==> config.mk <==
export PLATFORM = sky130hd
export DESIGN_NAME = iter_shifter
export DESIGN_NICKNAME = d
export VERILOG_FILES = /design/src/rtl/iter_shifter.sv
export SDC_FILE = /design/constraint.sdc
export NUM_CORES = 1
export LEC_CHECK = 0
export BUFFER_PORTS_ARGS = -buffer_cell sky130_fd_sc_hd__buf_2
export CAP_MARGIN = 20
export CORE_AREA = 8 8 96 90
export DETAILED_ROUTE_END_ITERATION = 8
export DIE_AREA = 0 0 104 98
export HOLD_SLACK_MARGIN = 0.02
export PLACE_DENSITY = 0.8
export SLEW_MARGIN = 25
export SYNTH_ARGS = -nofsm -noshare
export SYNTH_HDL_FRONTEND = slang
export SYNTH_SLANG_ARGS = --single-unit
==> constraint.sdc <==
create_clock -name clk -period 4.2 [get_ports clk]
set_clock_uncertainty 0.15 [all_clocks]
set_input_delay 0.63 -clock clk [delete_from_list [all_inputs] [get_ports clk]]
set_output_delay 0.63 -clock clk [all_outputs]
set_load 0.05 [all_outputs]
==> src/rtl/iter_shifter.sv <==
// rtl/iter_shifter.sv - multi-cycle shift/rotate unit, one log2 stage per clock
module iter_shifter #(
    parameter int WIDTH = 16,
    parameter int CNTW  = 4
) (
    input  logic             clk,
    input  logic             rst,
    input  logic             start,
    input  logic [WIDTH-1:0] In,
    input  logic [CNTW-1:0]  Cnt,
    input  logic [1:0]       Op,
    output logic             busy,
    output logic             done,
    output logic [WIDTH-1:0] Out
);

    localparam int KW = (CNTW > 1) ? $clog2(CNTW) : 1;
    localparam logic [KW-1:0]   K_LAST = KW'(CNTW - 1);
    localparam logic [CNTW:0]   WFULL  = (CNTW + 1)'(WIDTH);

    localparam logic [1:0] OP_ROL = 2'b00;
    localparam logic [1:0] OP_SLL = 2'b01;
    localparam logic [1:0] OP_ROR = 2'b10;

    typedef enum logic {
        IDLE = 1'b0,
        RUN  = 1'b1
    } state_t;

    state_t            state, state_n;
    logic [WIDTH-1:0]  acc, acc_n;
    logic [CNTW-1:0]   cnt_r, cnt_n;
    logic [1:0]        op_r, op_n;
    logic [KW-1:0]     k, k_n;
    logic [WIDTH-1:0]  out_n;
    logic              done_n;

    logic [CNTW:0]     amt;
    logic [WIDTH-1:0]  shifted;
    logic [WIDTH-1:0]  stage_res;

    // Stage k moves acc by 2^k; the stage is skipped when that count bit is clear.
    always_comb begin
        amt = (CNTW + 1)'(1) << k;
        case (op_r)
            OP_ROL:  shifted = (acc << amt) | (acc >> (WFULL - amt));
            OP_SLL:  shifted = acc << amt;
            OP_ROR:  shifted = (acc >> amt) | (acc << (WFULL - amt));
            default: shifted = acc >> amt;
        endcase
        stage_res = cnt_r[k] ? shifted : acc;
    end

    always_ff @(posedge clk or posedge rst) begin
        if (rst) begin
            state <= IDLE;
            acc   <= '0;
            cnt_r <= '0;
            op_r  <= '0;
            k     <= '0;
            Out   <= '0;
            done  <= 1'b0;
        end else begin
            state <= state_n;
            acc   <= acc_n;
            cnt_r <= cnt_n;
            op_r  <= op_n;
            k     <= k_n;
            Out   <= out_n;
            done  <= done_n;
        end
    end

    always_comb begin
        state_n = state;
        acc_n   = acc;
        cnt_n   = cnt_r;
        op_n    = op_r;
        k_n     = k;
        out_n   = Out;
        done_n  = 1'b0;
        case (state)
            IDLE: begin
                if (start) begin
                    acc_n   = In;
                    cnt_n   = Cnt;
                    op_n    = Op;
                    k_n     = K_LAST;
                    state_n = RUN;
                end
            end
            default: begin
                acc_n = stage_res;
                if (k == '0) begin
                    out_n   = stage_res;
                    done_n  = 1'b1;
                    state_n = IDLE;
                end else begin
                    k_n = k - 1'b1;
                end
            end
        endcase
    end

    assign busy = (state == RUN);

endmodule

==> summary.txt, run 1 <==
P&R area growth vs syn - 6.14%
Hold Vio Cnt, Final - 0
Async S/R FF share, synth - 1.00
Dominant synthesized flop cell - dfrtp_1
Routed WL - 14700 µm
Post-synth EDFFs - 0
Slew at the pin closest to its max-slew limit - 0.951 ns
Gate Count Post-Synth - 480
Initial DRC count - 626
Cell Rows - 30
Most frequent cells in the layout - 61 x nand2_1, 44 x nor2_1, 42 x buf_2
Total GRT Usage - 0.282
Max-slew violations - 0
Clock buffer count from CTS - 5
Die Wd - 104 µm
Syn Area/Cell - 8.49 µm²
Fin util - 0.607
CORE AREA - 0.00713 mm²
Largest net degree at the start of global routing - 43
RSZ-0062 raised after global routing - no
M2 GR Usage - 0.417
Number of synthesized register bits - 42
Clk_lat worst skew - 0.30 ns
Clock sink count - 42
H-tree Lvls - 2
Filler cells - 634
WS Path Type - register to register
Postcts setup bufs - 0
Clk root buf - clkbuf_8
Total grt overflow - 0
Vias in the first global route - 4129
Vias per Instance - 7.05
Synth cell types - 73
# resized after CTS - 0
First-pass GRT wire length - 23300 µm
Hold-fix buffers, CTS - 0
Final period util - 0.780
Clock buffer depth - 2
Gpl congestion - 1.02
Synth top area cells - dfrtp_1 26%, mux2i_1 9.3%, nand2_1 5.6%
Max-slew headroom - 0.366
Top cell type's share of synthesized area - 0.258
Num ports - 43
CTS clk-pin slew, worst paths - 0.10 ns
Seq/Total Area, Yosys - 0.258
Ant diodes - 0
CP endpoint kind - register
Hpwl dp - 10700 µm
Worst Hold Class - input port to asynchronous set/reset pin
Tmin final - 3.28 ns
Synthesized net count - 511
Synthesized area - 0.00408 mm²
Arr. time, crit path - 3.29 ns
GR Util met1 - 0.373
Area leader, netlist - dfrtp_1
Starting Density - 0.572
Setup violators final - 0
Port Buffers - 42
Via count - 4188
FMAX - 305 MHz
Antenna-violating nets left - 0
CTS tree - built
Outcome - complete, no violations
Max-cap violations - 0
Die area - 0.0102 mm²
Worst setup SP type - register
Die Ht - 98 µm
Setup_tns - 0 ns
Initial antenna violation count - 0
Worst r2r path cells - 10
WL/cell - 24.7 µm
CP max FO - 12
Most common cell after layout, fill and taps aside - nand2_1
Met3 Usage GRT - 0.0737
GRT Max-Usage Layer - met2
Synth warn - 0
DRC - 0
Layout cells sized above 1 - 0.211
Drt first pass iters - 5
WP data required - 4.21 ns
Post-layout net count - 528
## logic make-up after synthesis
kind of cell,count (synthesis),share of synthesized area
AO/OA/AOI/OAI,155,0.270
XOR/XNOR,2,0.00430
adder cells (fa/ha/maj),6,0.0184
buffers and inverters,58,0.0798
flip-flops,42,0.258
multiplexers,63,0.198
AND/OR/NAND/NOR,154,0.171
## path summary, 6_finish.rpt
path	slack (ns)	startpoint	endpoint
min in group clk	0.34	Out[7]$_DFFE_PP0P_	Out[7]$_DFFE_PP0P_
min	0.29	rst	acc[7]$_DFFE_PP0P_
max reg2reg	0.92	k[0]$_DFFE_PP0P_	acc[0]$_DFFE_PP0P_
min reg2reg	0.34	Out[7]$_DFFE_PP0P_	Out[7]$_DFFE_PP0P_
max	0.92	k[0]$_DFFE_PP0P_	acc[0]$_DFFE_PP0P_
max in group asynchronous	3.20	rst	busy$_DFF_PP0_
## through the flow
step	hold WS (ns)	cell area (µm²)	setup WS [ns]	instances
after floorplan	0.312	4080	1.21	480
after global placement	0.313	4230	1.18	586
after detailed placement	0.319	4230	1.08	586
after CTS	0.316	4330	1.06	594
after global routing	0.347	4330	0.832	594
final	0.290	4330	0.923	594
## flip-flops by register name, summed over array words and instances (netlist names)
register,cells
cnt_r,4
op_r,2
acc,16
done,1
k,2
Out,16
busy,1
## per-layer routing
| layer | share of wire | routed length (µm) |
|---|---|---|
| met3 | 0.12 | 1760 |
| met4 | 0.045 | 663 |
| met5 | 0 | 0 |
| met2 | 0.43 | 6300 |
| met1 | 0.41 | 5990 |
## cells in the mapped netlist (4+ instances only)
| cell type | n |
|---|---|
| a221oi_1 | 7 |
| o31ai_1 | 4 |
| buf_2 | 16 |
| o21ai_1 | 7 |
| o21ai_0 | 32 |
| nand2_1 | 61 |
| mux2i_1 | 38 |
| o22ai_1 | 16 |
| o211ai_1 | 4 |
| nor2_1 | 44 |
| nor2b_1 | 6 |
| o311ai_0 | 4 |
| ha_1 | 6 |
| nand3_1 | 8 |
| a21o_1 | 4 |
| a22oi_1 | 6 |
| nand2b_1 | 7 |
| buf_6 | 5 |
| clkbuf_1 | 15 |
| buf_4 | 6 |
| inv_1 | 13 |
| mux2_4 | 8 |
| a211oi_1 | 6 |
| mux4_2 | 6 |
| nor3_1 | 9 |
| mux2_2 | 5 |
| dfrtp_1 | 42 |
| a21oi_1 | 26 |
## area by class of cell
cell class,instances,area [µm²],area share
clock buffers,5,68.8,0.0159
clock inverters,3,28.8,0.00665
inverters,13,48.8,0.0113
multi-input cells,380,2700,0.624
flip-flops and latches,42,1050,0.243
well taps,96,120,0.0278
repair buffers,55,308,0.0711
## critical path, cell delays in order, from the launching register on
cell      delay [ns]
dfrtp_1         0.50
inv_1           0.15
ha_1            0.17
inv_1           0.10
ha_1            0.66
mux2i_1         0.32
mux2i_1         0.12
a22oi_1         0.32
o211ai_2        0.15
o22ai_1         0.36
a21oi_1         0.15
Power of run 1 is left out: the tool's default activity adds up to more than one toggle a clock period on the data nets, which glitch-free logic cannot reach.
==> run 2: changes to the inputs <==
Clock period 4.2 ns to 3.4 ns, I/O delays scaled along.
==> run 2 against run 1 <==
Net effect: register-to-register slack worse by 0.68 ns; sequential share of layout area is 0.80 points lower; core utilization is 2.1 points higher; final cell count is 2.0% higher; worst setup slack worse by 0.68 ns.
==> summary.txt, run 2 (synthesis results as in run 1) <==
Outcome - complete, no violations
WL/cell - 24.6 µm (-0.49%)
WP data required - 3.41 ns (-0.80 ns)
Port Buffers - 42 (unchanged)
Die Wd - 104 µm (unchanged)
R2R setup slack - 0.24 ns (-0.68 ns)
Die area - 0.0102 mm² (unchanged)
Clk_lat worst skew - 0.30 ns (about the same)
CTS clk-pin slew, worst paths - 0.09 ns (about the same)
Total grt overflow - 0 (unchanged)
Vias in the first global route - 4082 (-1.1%)
P&R area growth vs syn - 9.76%
Max-slew headroom - 0.553 (+0.187)
Clock buffer count from CTS - 5 (unchanged)
Placed Area - 0.00436 mm² (+3.0%)
Hold-fix buffers, CTS - 0 (unchanged)
Setup_tns - 0 ns (unchanged)
Top flop regs - Out x16, acc x16, cnt_r x4
Clock buffer depth - 2 (unchanged)
Antenna-violating nets left - 0 (unchanged)
Hpwl dp - 10800 µm (+0.82%)
Drt first pass iters - 8 (+3)
WS Path Type - register to register
CP endpoint kind - register
Total GRT Usage - 0.283 (+0.000736)
Worst setup SP type - register
FMAX - 316 MHz (+3.6%)
Ant diodes - 0 (unchanged)
Clk root buf - clkbuf_8
CTS tree - built
Footprint of the multi-input gates - 0.00270 mm² (unchanged)
# resized after CTS - 0 (unchanged)
Largest net degree at the start of global routing - 36 (-16%)
Hold Vio Cnt, Final - 0 (unchanged)
Routed WL - 14900 µm (+1.5%)
Die Ht - 98 µm (unchanged)
Slew at the pin closest to its max-slew limit - 0.671 ns (-0.280 ns)
Num ports - 43 (unchanged)
Filler cells - 647 (+2.1%)
Setup violators final - 0 (unchanged)
CP max FO - 12 (unchanged)
Max-slew violations - 0 (unchanged)
Vias per Instance - 7.05 (about the same)
Max-cap violations - 0 (unchanged)
Sequential cell area - 0.00105 mm² (unchanged)
Most common cell after layout, fill and taps aside - nand2_1
Cell Rows - 30 (unchanged)
Layout cells sized above 1 - 0.231 (+0.0205)
Final period util - 0.930 (+0.150)
Starting Density - 0.572 (unchanged)
RSZ-0062 raised after global routing - no
CORE AREA - 0.00713 mm² (unchanged)
Via count - 4271 (+2.0%)
Postcts setup bufs - 0 (unchanged)
Gpl congestion - 1.04 (+1.5%)
H-tree Lvls - 2 (unchanged)
Tmin final - 3.16 ns (-0.115 ns)
Final Cell Area - 0.00447 mm² (+3.4%)
Post-layout net count - 540 (+2.3%)
Initial antenna violation count - 0 (unchanged)
Clock sink count - 42 (unchanged)
Initial DRC count - 446 (-29%)
Most frequent cells in the layout - 61 x nand2_1, 44 x nor2_1, 42 x buf_2
Worst Hold Class - input port to asynchronous set/reset pin
DRC - 0 (unchanged)
Worst hold margin - 0.114 ns (-0.176 ns)
First-pass GRT wire length - 23000 µm (-1.3%)
Arr. time, crit path - 3.17 ns (-0.12 ns)
[run 2: cell count changes in the layout (fill, tap and decap cells not counted)]
cell,previous run,this run
bufinv_16,0,1
inv_2,0,1
clkinvlp_4,0,1
clkinv_4,1,0
buf_12,0,3
inv_1,13,12
inv_6,1,0
buf_4,13,22
[run 2: final cells by class]
class                      instances  share of cell area
clock buffer                       5              0.0154
inverter                          13              0.0109
multi-input combinational        380               0.603
timing repair buffer              67              0.0973
clock inverter                     3              0.0109
tap                               96              0.0268
sequential                        42               0.235
[run 2: final timing paths]
kind | startpoint | to | cells past startpoint
max | k[0]$_DFFE_PP0P_ | acc[3]$_DFFE_PP0P_ | 9
max in group asynchronous | rst | busy$_DFF_PP0_ | 3
min | rst | acc[6]$_DFFE_PP0P_ | 2
max reg2reg | k[0]$_DFFE_PP0P_ | acc[3]$_DFFE_PP0P_ | 9
min in group clk | Cnt[1] | cnt_r[1]$_DFFE_PP0P_ | 3
min reg2reg | Out[6]$_DFFE_PP0P_ | Out[6]$_DFFE_PP0P_ | 2
[run 2: critical path, cell delays in order (launching register included)]
cell and delay (ns):
dfrtp_1 0.50, inv_1 0.15, ha_1 0.18, inv_1 0.10
ha_1 0.61, nor4_1 0.15, a2111oi_2 0.45, nor3_1 0.14
nor4_2 0.45, a211oi_1 0.14
[run 2: metal layers]
| metal | global-route usage | wire [µm] |
|---|---|---|
| met5 | 0 | 0 |
| met4 | 0.170 | 828 |
| met3 | 0.0639 | 1750 |
| met2 | 0.414 | 6360 |
| met1 | 0.373 | 5990 |
[run 2: per-stage QoR]
step	setup slack [ns]	utilization	cells
2_1_floorplan	0.409	-	480
3_3_place_gp	0.419	0.611	598
3_5_place_dp	0.406	0.611	598
4_1_cts	0.375	0.627	606
5_1_grt	0.181	0.627	606
6_report	0.238	0.627	606
Power of run 2 is left out for the same reason.
